### config.mk
export PLATFORM = sky130hd
export DESIGN_NAME = decode_skid_stage_flat
export DESIGN_NICKNAME = d
export VERILOG_FILES = /design/src/rtl/rv_decode_pkg.sv /design/src/rtl/decode_skid_stage_if.sv /design/src/rtl/opcode_classify.sv /design/src/rtl/decode_skid_stage.sv /design/src/flat_wrapper.sv
export SDC_FILE = /design/constraint.sdc
export NUM_CORES = 1
export LEC_CHECK = 0
export ABC_AREA = 1
export ABC_CLOCK_PERIOD_IN_PS = 1300
export BUFFER_PORTS_ARGS = -buffer_cell sky130_fd_sc_hd__buf_4
export CORE_MARGIN = 1.5
export CORE_UTILIZATION = 49
export CTS_CLUSTER_DIAMETER = 50
export DETAILED_ROUTE_END_ITERATION = 10
export PLACE_DENSITY = 0.79
export SLEW_MARGIN = 20
export SYNTH_ARGS = -nofsm -noshare
export SYNTH_HDL_FRONTEND = slang
export SYNTH_SLANG_ARGS = --single-unit
export TNS_END_PERCENT = 20
### constraint.sdc
create_clock -name clk -period 1.3 [get_ports clk]
set_input_delay 0.195 -clock clk [delete_from_list [all_inputs] [get_ports clk]]
set_output_delay 0.195 -clock clk [all_outputs]
set_load 0.005 [all_outputs]
### src/rtl/rv_decode_pkg.sv
// Shared types and constants for the IF/ID decode skid stage: opcode map,
// instruction-type codes, held-entry layout and skid-buffer states.
package rv_decode_pkg;

  localparam int DEC_XLEN = 32;

  typedef enum logic [2:0] {
    R_NONE = 3'b000,
    I_T    = 3'b001,
    S_T    = 3'b010,
    B_T    = 3'b011,
    U_T    = 3'b100,
    J_T    = 3'b101
  } instr_type_e;

  localparam logic [6:0] OP_REG    = 7'b0110011;
  localparam logic [6:0] OP_IMM    = 7'b0010011;
  localparam logic [6:0] OP_LOAD   = 7'b0000011;
  localparam logic [6:0] OP_STORE  = 7'b0100011;
  localparam logic [6:0] OP_BRANCH = 7'b1100011;
  localparam logic [6:0] OP_LUI    = 7'b0110111;
  localparam logic [6:0] OP_AUIPC  = 7'b0010111;
  localparam logic [6:0] OP_JAL    = 7'b1101111;
  localparam logic [6:0] OP_JALR   = 7'b1100111;
  localparam logic [6:0] OP_SYSTEM = 7'b1110011;
  localparam logic [6:0] OP_FENCE  = 7'b0001111;

  localparam logic [DEC_XLEN-1:0] NOP = 32'h0000_0013;

  typedef struct packed {
    logic [DEC_XLEN-1:0] instr;
    logic [DEC_XLEN-1:0] pc;
    instr_type_e         itype;
    logic [4:0]          rs1;
    logic [4:0]          rs2;
    logic [4:0]          rd;
    logic                illegal;
  } dec_entry_t;

  typedef enum logic [1:0] {
    EMPTY = 2'd0,
    ONE   = 2'd1,
    TWO   = 2'd2
  } skid_state_e;

endpackage

### src/rtl/decode_skid_stage_if.sv
// Fetch-side and decode-side handshake bundle of the decode skid stage.
// master drives instructions in and accepts decoded heads; slave is the stage.
interface decode_skid_stage_if #(
  parameter int XLEN = 32
);
  logic            in_valid;
  logic            in_ready;
  logic [XLEN-1:0] in_instr;
  logic [XLEN-1:0] in_pc;
  logic            flush;
  logic            out_valid;
  logic            out_ready;
  logic [XLEN-1:0] out_instr;
  logic [XLEN-1:0] out_pc;
  logic [2:0]      out_type;
  logic [4:0]      out_rs1;
  logic [4:0]      out_rs2;
  logic [4:0]      out_rd;
  logic            out_illegal;

  modport master (
    output in_valid, in_instr, in_pc, flush, out_ready,
    input  in_ready, out_valid, out_instr, out_pc, out_type,
           out_rs1, out_rs2, out_rd, out_illegal
  );

  modport slave (
    input  in_valid, in_instr, in_pc, flush, out_ready,
    output in_ready, out_valid, out_instr, out_pc, out_type,
           out_rs1, out_rs2, out_rd, out_illegal
  );
endinterface

### src/rtl/opcode_classify.sv
// Combinational opcode classifier: maps instr[6:0] to the sign-extender
// type code and flags opcodes outside the supported RV32I set.
module opcode_classify
  import rv_decode_pkg::*;
(
  input  logic [DEC_XLEN-1:0] instr,
  output instr_type_e         itype,
  output logic                illegal
);

  // Only the opcode field matters here; the rest of the word is decoded elsewhere.
  logic [DEC_XLEN-8:0] unused_upper;
  assign unused_upper = instr[DEC_XLEN-1:7];

  always_comb begin
    itype   = R_NONE;
    illegal = 1'b0;
    case (instr[6:0])
      OP_REG:                                         itype = R_NONE;
      OP_IMM, OP_LOAD, OP_JALR, OP_SYSTEM, OP_FENCE:  itype = I_T;
      OP_STORE:                                       itype = S_T;
      OP_BRANCH:                                      itype = B_T;
      OP_LUI, OP_AUIPC:                               itype = U_T;
      OP_JAL:                                         itype = J_T;
      default: begin
        itype   = R_NONE;
        illegal = 1'b1;
      end
    endcase
  end

endmodule

### src/rtl/decode_skid_stage.sv
// IF/ID stage with a 2-entry skid buffer so in_ready is purely registered.
// Optional macro DECODE_ILLEGAL_TRAP_EN: report illegal heads and stall fetch behind them.
module decode_skid_stage
  import rv_decode_pkg::*;
#(
  parameter int              XLEN     = DEC_XLEN,
  parameter logic [XLEN-1:0] RESET_PC = 32'h0000_0000
) (
  input  logic                clk,
  input  logic                rst_n,
  decode_skid_stage_if.slave  bus
);

  localparam dec_entry_t RESET_ENTRY = '{
    instr:   NOP,
    pc:      RESET_PC,
    itype:   I_T,
    rs1:     5'd0,
    rs2:     5'd0,
    rd:      5'd0,
    illegal: 1'b0
  };

  skid_state_e state_q, state_d;
  dec_entry_t  head_q, head_d, skid_q, skid_d, entry_in;
  logic        in_ready_q, ready_d;
  logic        do_accept, do_release;
  instr_type_e in_type;
  logic        in_illegal;

  opcode_classify u_classify (
    .instr   (bus.in_instr),
    .itype   (in_type),
    .illegal (in_illegal)
  );

  always_comb begin
    entry_in.instr   = bus.in_instr;
    entry_in.pc      = bus.in_pc;
    entry_in.itype   = in_type;
    entry_in.rs1     = bus.in_instr[19:15];
    entry_in.rs2     = bus.in_instr[24:20];
    entry_in.rd      = bus.in_instr[11:7];
    entry_in.illegal = in_illegal;
  end

  assign do_accept  = bus.in_valid & in_ready_q;
  assign do_release = (state_q != EMPTY) & bus.out_ready;

  always_ff @(posedge clk or negedge rst_n) begin
    if (!rst_n) begin
      state_q    <= EMPTY;
      in_ready_q <= 1'b1;
    end else begin
      state_q    <= state_d;
      in_ready_q <= ready_d;
    end
  end

  always_ff @(posedge clk or negedge rst_n) begin
    if (!rst_n) begin
      head_q <= RESET_ENTRY;
      skid_q <= RESET_ENTRY;
    end else begin
      head_q <= head_d;
      skid_q <= skid_d;
    end
  end

  // Flush overrides everything but leaves the head data in place so the
  // sign extender keeps seeing a stable word while out_valid is low.
  always_comb begin
    state_d = state_q;
    head_d  = head_q;
    skid_d  = skid_q;
    case (state_q)
      EMPTY: begin
        if (do_accept) begin
          state_d = ONE;
          head_d  = entry_in;
        end
      end
      ONE: begin
        if (do_accept && do_release) begin
          head_d = entry_in;
        end else if (do_accept) begin
          state_d = TWO;
          skid_d  = entry_in;
        end else if (do_release) begin
          state_d = EMPTY;
        end
      end
      TWO: begin
        if (do_release) begin
          state_d = ONE;
          head_d  = skid_q;
        end
      end
      default: state_d = EMPTY;
    endcase
    if (bus.flush) begin
      state_d = EMPTY;
      head_d  = head_q;
      skid_d  = skid_q;
    end
    ready_d = (state_d != TWO);
`ifdef DECODE_ILLEGAL_TRAP_EN
    if ((state_d != EMPTY) && head_d.illegal) begin
      ready_d = 1'b0;
    end
`endif
  end

  always_comb begin
    bus.in_ready  = in_ready_q;
    bus.out_valid = (state_q != EMPTY);
    bus.out_instr = head_q.instr;
    bus.out_pc    = head_q.pc;
    bus.out_type  = head_q.itype;
    bus.out_rs1   = head_q.rs1;
    bus.out_rs2   = head_q.rs2;
    bus.out_rd    = head_q.rd;
`ifdef DECODE_ILLEGAL_TRAP_EN
    bus.out_illegal = head_q.illegal;
`else
    bus.out_illegal = 1'b0;
`endif
  end

`ifndef DECODE_ILLEGAL_TRAP_EN
  logic unused_illegal;
  assign unused_illegal = head_q.illegal;
`endif

endmodule

### src/flat_wrapper.sv
// flat-port wrapper written by rule: the top's interface ports become plain ports
module decode_skid_stage_flat import rv_decode_pkg::*;
#(
  parameter int              XLEN     = DEC_XLEN,
  parameter logic [XLEN-1:0] RESET_PC = 32'h0000_0000
)
  (clk, rst_n, bus_in_valid, bus_in_instr, bus_in_pc, bus_flush, bus_out_ready, bus_in_ready, bus_out_valid, bus_out_instr, bus_out_pc, bus_out_type, bus_out_rs1, bus_out_rs2, bus_out_rd, bus_out_illegal);
  decode_skid_stage_if #(.XLEN(XLEN)) bus_i ();
  input  logic clk;
  input  logic rst_n;
  input wire logic [$bits(bus_i.in_valid)-1:0] bus_in_valid;
  input wire logic [$bits(bus_i.in_instr)-1:0] bus_in_instr;
  input wire logic [$bits(bus_i.in_pc)-1:0] bus_in_pc;
  input wire logic [$bits(bus_i.flush)-1:0] bus_flush;
  input wire logic [$bits(bus_i.out_ready)-1:0] bus_out_ready;
  output wire logic [$bits(bus_i.in_ready)-1:0] bus_in_ready;
  output wire logic [$bits(bus_i.out_valid)-1:0] bus_out_valid;
  output wire logic [$bits(bus_i.out_instr)-1:0] bus_out_instr;
  output wire logic [$bits(bus_i.out_pc)-1:0] bus_out_pc;
  output wire logic [$bits(bus_i.out_type)-1:0] bus_out_type;
  output wire logic [$bits(bus_i.out_rs1)-1:0] bus_out_rs1;
  output wire logic [$bits(bus_i.out_rs2)-1:0] bus_out_rs2;
  output wire logic [$bits(bus_i.out_rd)-1:0] bus_out_rd;
  output wire logic [$bits(bus_i.out_illegal)-1:0] bus_out_illegal;
  assign bus_i.in_valid = bus_in_valid;
  assign bus_i.in_instr = bus_in_instr;
  assign bus_i.in_pc = bus_in_pc;
  assign bus_i.flush = bus_flush;
  assign bus_i.out_ready = bus_out_ready;
  assign bus_in_ready = bus_i.in_ready;
  assign bus_out_valid = bus_i.out_valid;
  assign bus_out_instr = bus_i.out_instr;
  assign bus_out_pc = bus_i.out_pc;
  assign bus_out_type = bus_i.out_type;
  assign bus_out_rs1 = bus_i.out_rs1;
  assign bus_out_rs2 = bus_i.out_rs2;
  assign bus_out_rd = bus_i.out_rd;
  assign bus_out_illegal = bus_i.out_illegal;
  decode_skid_stage #(.XLEN(XLEN), .RESET_PC(RESET_PC)) u_core (.clk(clk), .rst_n(rst_n), .bus(bus_i));
endmodule
# Yosys cells after proc, flatten, opt, wreduce, memory -nomap -nowiden
# Cells that the tools add are included.
# word_totals
regBits	168
in_bits	69
output_inout_bits	85
word_cells	58
# op_classes
n_eq_ne	17
n_mux	13
bitwise	4
reduce_logical	9
# ops
cell	count
83-bit two-way mux	3
83-bit case mux with 3 select lines	1
7-bit equality test, second input constant	4
7-bit by 6-bit equality test with 1-bit output, second input constant	3
3-bit case mux with 5 select lines	1
7-bit by 5-bit equality test with 1-bit output, second input constant	2
2-bit two-way mux	6
11-bit OR reduction	1
7-bit by 2-bit equality test with 1-bit output, second input constant	1
7-bit by 4-bit equality test with 1-bit output, second input constant	1
2-bit by 1-bit inequality test with 1-bit output, second input constant	3
2-bit case mux with 3 select lines	1
5-bit AND reduction	1
5-bit OR reduction	1
4-bit AND reduction	1
3-bit nonzero test	1
1-bit bitwise AND	2
2-bit by 1-bit equality test with 1-bit output, second input constant	1
2-bit equality test, second input constant	1
2-bit logical NOT	1
2-bit inequality test, second input constant	1
1-bit inverter	2
2-bit nonzero test	1
2-bit OR reduction	1
other kinds (2)	2

# Depth between registers and ports, before layout
# Gate-level depths: netlist (run 1).
# depth
word_depth	8
mapped_depth	10
mapped_depth_nobuf	9

# Hierarchy
# Synthesis (run 1) repeated with hierarchy kept, for this count alone.
# unflattened
cells_unflattened	891
hier_area_um2	6822.8
# by_module_without_submodules
module	n_inst	cells_each	area_per_inst_um2	seq_area_each_um2
decode_skid_stage	1	856	6660.1	3439.5
opcode_classify	1	35	162.7	0.0

# Worst setup path after synthesis (run 1)
# OpenSTA, ideal clock, no wires.
# synth_path
path_type	register to register
from	reg u_core.in_ready_q (netlist: u_core.bus.in_ready)
to	reg u_core.skid_q[57] in the netlist's numbering
setup_ps	120
arrival_ps	1219
t_required_ps	1180
slack_ps	-39
path_stages_with_launch	8
path_buffers	2
synth_period_minus_slack_ps	1339
path_cell_list	dfstp_2 > nand2_1 > nor2_2 > nand2_4 > buf_8 > buf_6 > nand2_1 > o21ai_2
# synth_via
elab_chain_len	4
# synth_rtl
element	line	source
start: declaration	decode_skid_stage.sv:26	logic in_ready_q, ready_d;
start signal: assignment	decode_skid_stage.sv:56	in_ready_q <= ready_d;
1-bit bitwise AND *	decode_skid_stage.sv:47	assign do_accept = bus.in_valid & in_ready_q;
1-bit logical AND	decode_skid_stage.sv:84	if (do_accept && do_release) begin
1-bit inverter (no line)	-	
4-bit AND reduction (no line) *	-	
end signal: assignment	decode_skid_stage.sv:66	skid_q <= skid_d;
end: declaration	decode_skid_stage.sv:25	dec_entry_t head_q, head_d, skid_q, skid_d, entry_in;
# Every way passes the cells marked *; elsewhere a longest branch is shown, timed or not.
# A chain may end at the register's enable or synchronous reset.

# Final worst setup path (run 1)
# layout_path
from	reg u_core.state_q[1]
to	reg u_core.head_q (netlist bit u_core.bus.out_pc[8])
# layout_via
elab_chain_len	5
word_cells_on_any_way	12
cone_classes	5 x eq/ne; 1 x mux; 1 x bitwise; 5 x reduce/logical
# layout_rtl
element	line	source
start: declaration	decode_skid_stage.sv:24	skid_state_e state_q, state_d;
start signal: assignment	decode_skid_stage.sv:55	state_q <= state_d;
2-bit nonzero test	decode_skid_stage.sv:48	assign do_release = (state_q != EMPTY) & bus.out_ready;
1-bit bitwise AND	decode_skid_stage.sv:48	
1-bit logical AND	decode_skid_stage.sv:84	
2-bit by 1-bit inequality test with 1-bit output (no line)	-	
5-bit AND reduction (no line)	-	
end signal: assignment	decode_skid_stage.sv:62	head_q <= RESET_ENTRY;
end signal: assignment	decode_skid_stage.sv:65	head_q <= head_d;
end: declaration	decode_skid_stage.sv:25	
# Several ways; a longest one is shown, not always the timed one.

==> results.cfg, run 1 <==
[synth]
synth-async-reset-ratio = 1.00
ys.warnings.count = 0
yosys_register_bits = 137
ys_top_cells_by_area = sky130_fd_sc_hd__dfrtp_1 49%, sky130_fd_sc_hd__nand2_1 20%, sky130_fd_sc_hd__o21ai_2 7.4%
netlist.area_leader.share = 0.492
synth_cell_type_count = 25
mappedNetlistArea_sq_um = 6510
syn_nets = 849
synth.yosys.seq_area_share = 0.529
synth_top_flop_cell = sky130_fd_sc_hd__dfrtp_1
synth_edf_count = 0
synth_top_cells_by_count = 349 x sky130_fd_sc_hd__nand2_1, 128 x sky130_fd_sc_hd__dfrtp_1, 70 x sky130_fd_sc_hd__inv_1, 70 x sky130_fd_sc_hd__o21ai_0, 55 x sky130_fd_sc_hd__o21ai_2
post_synth_inst_count = 780
synth_most_common_cell = sky130_fd_sc_hd__nand2_1
synth_top_area_cell = sky130_fd_sc_hd__dfrtp_1
post_synth.cell_area_avg_sq_um = 8.34

[floorplan]
std_cell_rows = 41
floorplan.initialDensity = 0.509
die-width_um = 118
io-pin-count = 154
vertical_die_dimension_um = 118
fp.dieArea_sq_um = 14000
core-area_sq_um = 12800

[clocking]
cts-htree-levels = 4
clock_insertion_delay_worst_skew_ns = 0.41
tritoncts = yes
cts-root-to-sink-buffers = 2
cts.clk_slew.worst_paths_ns = 0.05
cts_num_sinks = 137
cts_made_buffers = 17
cts.root.buffer_cell = sky130_fd_sc_hd__clkbuf_16

[timing]
number_of_failing_hold_endpoints_at_the_final_stage = 0
fmax_mhz = 677
worst_slack_ns = -0.176
min_period_ns = 1.48
setup_viol_count_final = 136
rsz_0062_raised_after_global_routing = yes
worst_clock_skew_ns = 0.00686
drv_slew = 0
fin_crit_sh = 1.14

[detailed_routing]
drt.antenna.violating_nets = 0
dr.pass1.iters = 5
wirelength_mm = 15.9
total_vias_in_the_final_route = 5548
avgRoutedWirePerCell_um = 14.0
first_iter_violations = 459
drt_via_density = 4.90
remaining_drc_errors = 0

[placed_design]
routabilityCongestion = 0.843
numPortBuffers = 152
dp_worst_setup_slack_ns = -0.117
detailed_place_hpwl_mm = 9.56

[setup_path]
slowest_stage = sky130_fd_sc_hd__dfrtp_2
worstPathCellList = inv_2 > nand2_4 > a21boi_4 > nand2_4 > buf_8 > clkbuf_16 > nand2_2 > nand2_1
cp-start-kind = flop
criticalPathCategory = reg2reg
timing.critical_path.slowest_cell_delay_ns = 0.44
worstSetupEndpointType = flop
critPathBufInv = 3
worst_path_dominant_cell_family = flip-flops
cp_num_cells = 8
crit_top_cell = sky130_fd_sc_hd__nand2_4
r2r.worst_path.cells = 8
crit_path_max_fanout = 6
crit_required_ns = 1.59
worstPathArrival_ns = 1.77

[global_route]
largest_net_degree_at_the_start_of_global_routing = 46
antenna_found_initial = 0
grt_pass1_vias = 5035
grt_overflow_total = 0
grt_pass1_wl_mm = 24.3
globalRouteTotalUtil = 0.216

[final_layout]
flow.area_growth_from_synthesis_pct = 38.3
postLayoutCoreUtil = 0.704
antenna-diode-count = 0
num-nets-final = 1016
ratio_of_cells_with_drive_above_1_in_the_final_layout = 0.378

[power]
comb_power_share = 0.272
power.share.switching = 0.296
power.density_cell_area_nw_per_um2 = 1620
power.sequential.fraction = 0.442
share_clk_of_total_power = 0.286
p_total_w = 0.0146
power.static_leakage_nw = 4.71
max-vdd-ir-drop_mv = 0.801
p_int_w = 0.0103
power_spent_charging_and_discharging_nets_w = 0.00432

[outcome]
failed_checks = setup timing
run_status = complete, but fails checks

[min_path]
hold_path_cell_cnt = 3
timing.hold.worst.class = in2reg

[job]
maxCapViolCount = 0
-- flip-flops by register name, indices dropped and copies added (netlist names) --
| register | count |
|---|---|
| u_core.skid_q | 67 |
| u_core.bus.out_pc | 32 |
| u_core.bus.out_instr | 20 |
| u_core.bus.out_rd | 4 |
| u_core.bus.out_rs1 | 4 |
| u_core.bus.out_rs2 | 4 |
| u_core.bus.out_type | 3 |
| u_core.state_q | 2 |
| u_core.bus.in_ready | 1 |
-- final timing paths --
check / slack, ns / endpoint / start
worst max-delay path: -0.18 / u_core.bus.out_pc[8] / u_core.state_q[1]
worst min-delay path: 0.01 / u_core.skid_q[4] / bus_in_instr[10]
worst max register to register: -0.18 / u_core.bus.out_pc[8] / u_core.state_q[1]
worst min register to register: 0.46 / u_core.bus.out_instr[0] / u_core.bus.out_instr[0]
max in group asynchronous: 0.51 / u_core.bus.in_ready / rst_n
min in group asynchronous: 0.22 / u_core.skid_q[4] / rst_n
-- cell usage in the layout, fill, tap and decap left out, drive strengths merged --
master,instances
a21boi,1
a21oi,3
buf,191
clkbuf,36
clkinv,5
conb,1
dfrtp,128
dfstp,9
dlygate4sd3,4
inv,76
nand2,357
nand3,4
nor2,11
nor3,1
o21ai,133
-- routing by layer --
layer  global-route usage  wire length (um)  vias to the layer above  part of all wire
li1                     -                 -                     2729                 -
met1                0.286              6840                     2626              0.43
met2                0.347              8020                      165              0.51
met3               0.0430               662                       28             0.042
met4               0.0899               337                        0             0.021
met5                    0                 0                        -                 0
-- logic make-up after synthesis --
| family | count (synthesis) | synth area share |
|---|---|---|
| AOI/OAI and AO/OA | 137 | 0.139 |
| DFF | 137 | 0.529 |
| other | 1 | 0.000576 |
| and+or+nand+nor | 373 | 0.221 |
| buffers and inverters | 132 | 0.110 |
-- power groups by stage --
stage	Clock, W	Combinational (W)	Sequential (W)
3_3_place_gp	0	0.00343	0.00636
5_1_grt	0.00444	0.00441	0.00660
6_report	0.00417	0.00398	0.00645
3_5_place_dp	0	0.00355	0.00637
4_1_cts	0.00424	0.00369	0.00638
2_1_floorplan	0	0.00200	0.00628
-- through the flow --
stage / std cells / area [sq um] / setup TNS, ns / hold slack, ns
2_1_floorplan: 780 / 6510 / 0 / -0.101
3_3_place_gp: 1078 / 7850 / -4.81 / 0.0849
3_5_place_dp: 1078 / 7850 / -8.89 / 0.0814
4_1_cts: 1116 / 8530 / -9.69 / 0.00151
5_1_grt: 1132 / 8990 / -23.94 / 0.0153
6_report: 1132 / 8990 / -14.08 / 0.0127
-- layout make-up --
class | instances | area (sq um)
Fill cell | 948 | 3780
Sequential cell | 137 | 3440
Multi-Input combinational cell | 511 | 2570
Timing Repair Buffer | 203 | 1950
Clock buffer | 28 | 487
Inverter | 76 | 308
Tap cell | 172 | 215
Clock inverter | 4 | 20.0
Timing Repair inverter | 1 | 8.76
-- worst register-to-register path, cell delays in order (launching register included) --
cell and delay (ns):
sky130_fd_sc_hd__dfrtp_2 0.44, sky130_fd_sc_hd__inv_2 0.10, sky130_fd_sc_hd__nand2_4 0.08, sky130_fd_sc_hd__a21boi_4 0.19, sky130_fd_sc_hd__nand2_4 0.11, sky130_fd_sc_hd__buf_8 0.16
sky130_fd_sc_hd__clkbuf_16 0.17, sky130_fd_sc_hd__nand2_2 0.06, sky130_fd_sc_hd__nand2_1 0.05
-- repair_timing --
item	4_1_cts	5_1_grt
gates resized for setup	42	66
gates cloned	1	11
hold endpoints to repair	131	1
pin swaps	2	28
buffers inserted	3	4
endpoints found under the setup margin	133	137
hold buffers	3	1
Note: power is estimated with default switching activity, not from simulation.
==> inputs of run 2 (changes only) <==
==> constraint.sdc (replaced) <==
create_clock -name clk -period 1.3 [get_ports clk]
set_input_delay 0.195 -clock clk [delete_from_list [all_inputs] [get_ports clk]]
set_output_delay 0.195 -clock clk [all_outputs]
set_load 0.02 [all_outputs]
==> run 2 against run 1 <==
The flow still finishes with violations (setup timing). Sequential share of layout area grew 0.57 points. Utilization fell by 1.1 points. Critical endpoint is now bus_out_valid. Wire length decreased by 7.4%. Global-route usage up 0.84 points. Setup slack better by 0.050 ns. Clock skew about the same. Flip-flop and latch count unchanged. Worst hold slack got worse by 0.0032 ns.
==> results.cfg, run 2 (synthesized netlist as in run 1, its figures left out) <==
[outcome]
run_status = complete, but fails checks
failed_checks = setup timing

[setup_path]
worstSetupEndpointType = output pin
worst-r2r-setup-slack_ns = -0.11
worstPathArrival_ns = 1.23
criticalPathCategory = reg2out
regToRegStartpoint = u_core.bus.in_ready
crit_required_ns = 1.11
timing.rr.end = u_core.skid_q[54]
cp-start-kind = flop
r2r.worst_path.cells = 7
crit_path_max_fanout = 4

[global_route]
globalRouteTotalUtil = 0.224
antenna_found_initial = 0
largest_net_degree_at_the_start_of_global_routing = 43
grt_overflow_total = 0
grt_pass1_vias = 5285
grt_pass1_wl_mm = 25.1

[power]
share_clk_of_total_power = 0.317
power.share.switching = 0.313
p_int_w = 0.0111
power_spent_charging_and_discharging_nets_w = 0.00504
power.density_cell_area_nw_per_um2 = 1820
max-vdd-ir-drop_mv = 1.16
power.static_leakage_nw = 4.67
comb_power_share = 0.284
power.sequential.fraction = 0.399

[clocking]
cts_made_buffers = 17
clock_insertion_delay_worst_skew_ns = 0.42
cts.clk_slew.worst_paths_ns = 0.06
cts-htree-levels = 4
cts.root.buffer_cell = sky130_fd_sc_hd__clkbuf_16
tritoncts = yes
cts-root-to-sink-buffers = 2
cts_num_sinks = 137

[final_layout]
num-nets-final = 1008
postLayoutCoreUtil = 0.694
commonest_non_fill_non_tap_cells_in_the_layout = 309 x sky130_fd_sc_hd__nand2_1, 164 x sky130_fd_sc_hd__buf_4, 128 x sky130_fd_sc_hd__dfrtp_1
antenna-diode-count = 0
most_common_cell_after_layout_fill_and_taps_aside = sky130_fd_sc_hd__nand2_1
ratio_of_cells_with_drive_above_1_in_the_final_layout = 0.359
largest_reg_flops = 67
post_layout_nonfiller_instances = 1124
largest_reg_by_ff_count = u_core.skid_q
flow.area_growth_from_synthesis_pct = 36.2

[timing]
tns_ns = -7.93
rsz_0062_raised_after_global_routing = yes
drv_slew = 0
setup_viol_count_final = 121
worst_clock_skew_ns = 0.00677
fin_crit_sh = 1.10
fmax_mhz = 701
min_period_ns = 1.43
number_of_failing_hold_endpoints_at_the_final_stage = 0
worst_slack_ns = -0.126
whs_ns = 0.00943

[min_path]
worst_hold_startpoint = bus_in_pc[29]
hold_path_cell_cnt = 3
min_to = u_core.skid_q[48]
timing.hold.worst.class = in2reg

[floorplan]
core-area_sq_um = 12800
floorplan.initialDensity = 0.509
fp.dieArea_sq_um = 14000
die-width_um = 118
io-pin-count = 154
std_cell_rows = 41
vertical_die_dimension_um = 118

[detailed_routing]
first_iter_violations = 345
drt_via_density = 4.73
wirelength_mm = 14.7
dr.pass1.iters = 4
avgRoutedWirePerCell_um = 13.1
drt.antenna.violating_nets = 0
total_vias_in_the_final_route = 5311
remaining_drc_errors = 0

[job]
maxCapViolCount = 0

[placed_design]
routabilityCongestion = 0.775
numPortBuffers = 152
placedCellCount = 1080
detailed_place_hpwl_mm = 9.71
run 2: worst max path at each step:
stage | from | end | depth (start not counted)
floorplan | u_core.bus.in_ready | u_core.skid_q[57] | 7
global placement | u_core.bus.in_ready | u_core.bus.out_pc[19] | 7
detailed placement | u_core.bus.in_ready | u_core.bus.out_rd[2] | 7
CTS | u_core.state_q[1] | bus_out_valid | 4
global route | u_core.bus.in_ready | u_core.skid_q[6] | 7
finish | u_core.state_q[1] | bus_out_valid | 4
run 2: layout make-up:
cell class / instances / area (sq um)
fill: 975 / 3910
sequential: 137 / 3440
multi-input combinational: 511 / 2480
timing repair buffer: 196 / 1790
clock buffer: 26 / 529
inverter: 76 / 298
tap: 172 / 215
clock inverter: 6 / 108
run 2: power by group through the flow:
stage	sequential, W	clock [W]	combinational, W
final	0.00642	0.00511	0.00458
after global routing	0.00657	0.00535	0.00504
after CTS	0.00641	0.00516	0.00461
after detailed placement	0.00637	0	0.00439
after global placement	0.00635	0	0.00427
after floorplan	0.00690	0	0.00216
run 2: critical path: stages, from the launching register on:
cell and delay [ns]:
sky130_fd_sc_hd__dfrtp_1 0.42, sky130_fd_sc_hd__inv_2 0.10, sky130_fd_sc_hd__nand2_4 0.07, sky130_fd_sc_hd__buf_6 0.12, sky130_fd_sc_hd__buf_6 0.12
run 2: stage by stage:
step / worst slack [ns] / power [W] / cell area (sq um)
final: -0.126 / 0.0161 / 8860
after detailed placement: -0.121 / 0.0108 / 7920
after global routing: -0.196 / 0.0170 / 8860
after floorplan: -0.0466 / 0.00905 / 6520
after global placement: -0.0942 / 0.0106 / 7920
after CTS: -0.145 / 0.0162 / 8840
run 2: what timing repair did:
action,in CTS,in global routing
hold buffers,6,0
pin swaps,3,3
cloned,2,0
gates resized for setup,56,10
endpoints found under the setup margin,135,136
hold endpoints to repair,117,0
setup buffers,4,1
run 2: routing by layer:
layer,part of all wire,GRT usage
met5,0,0
met4,0.016,0.0892
met3,0.040,0.0458
met2,0.50,0.384
met1,0.44,0.278
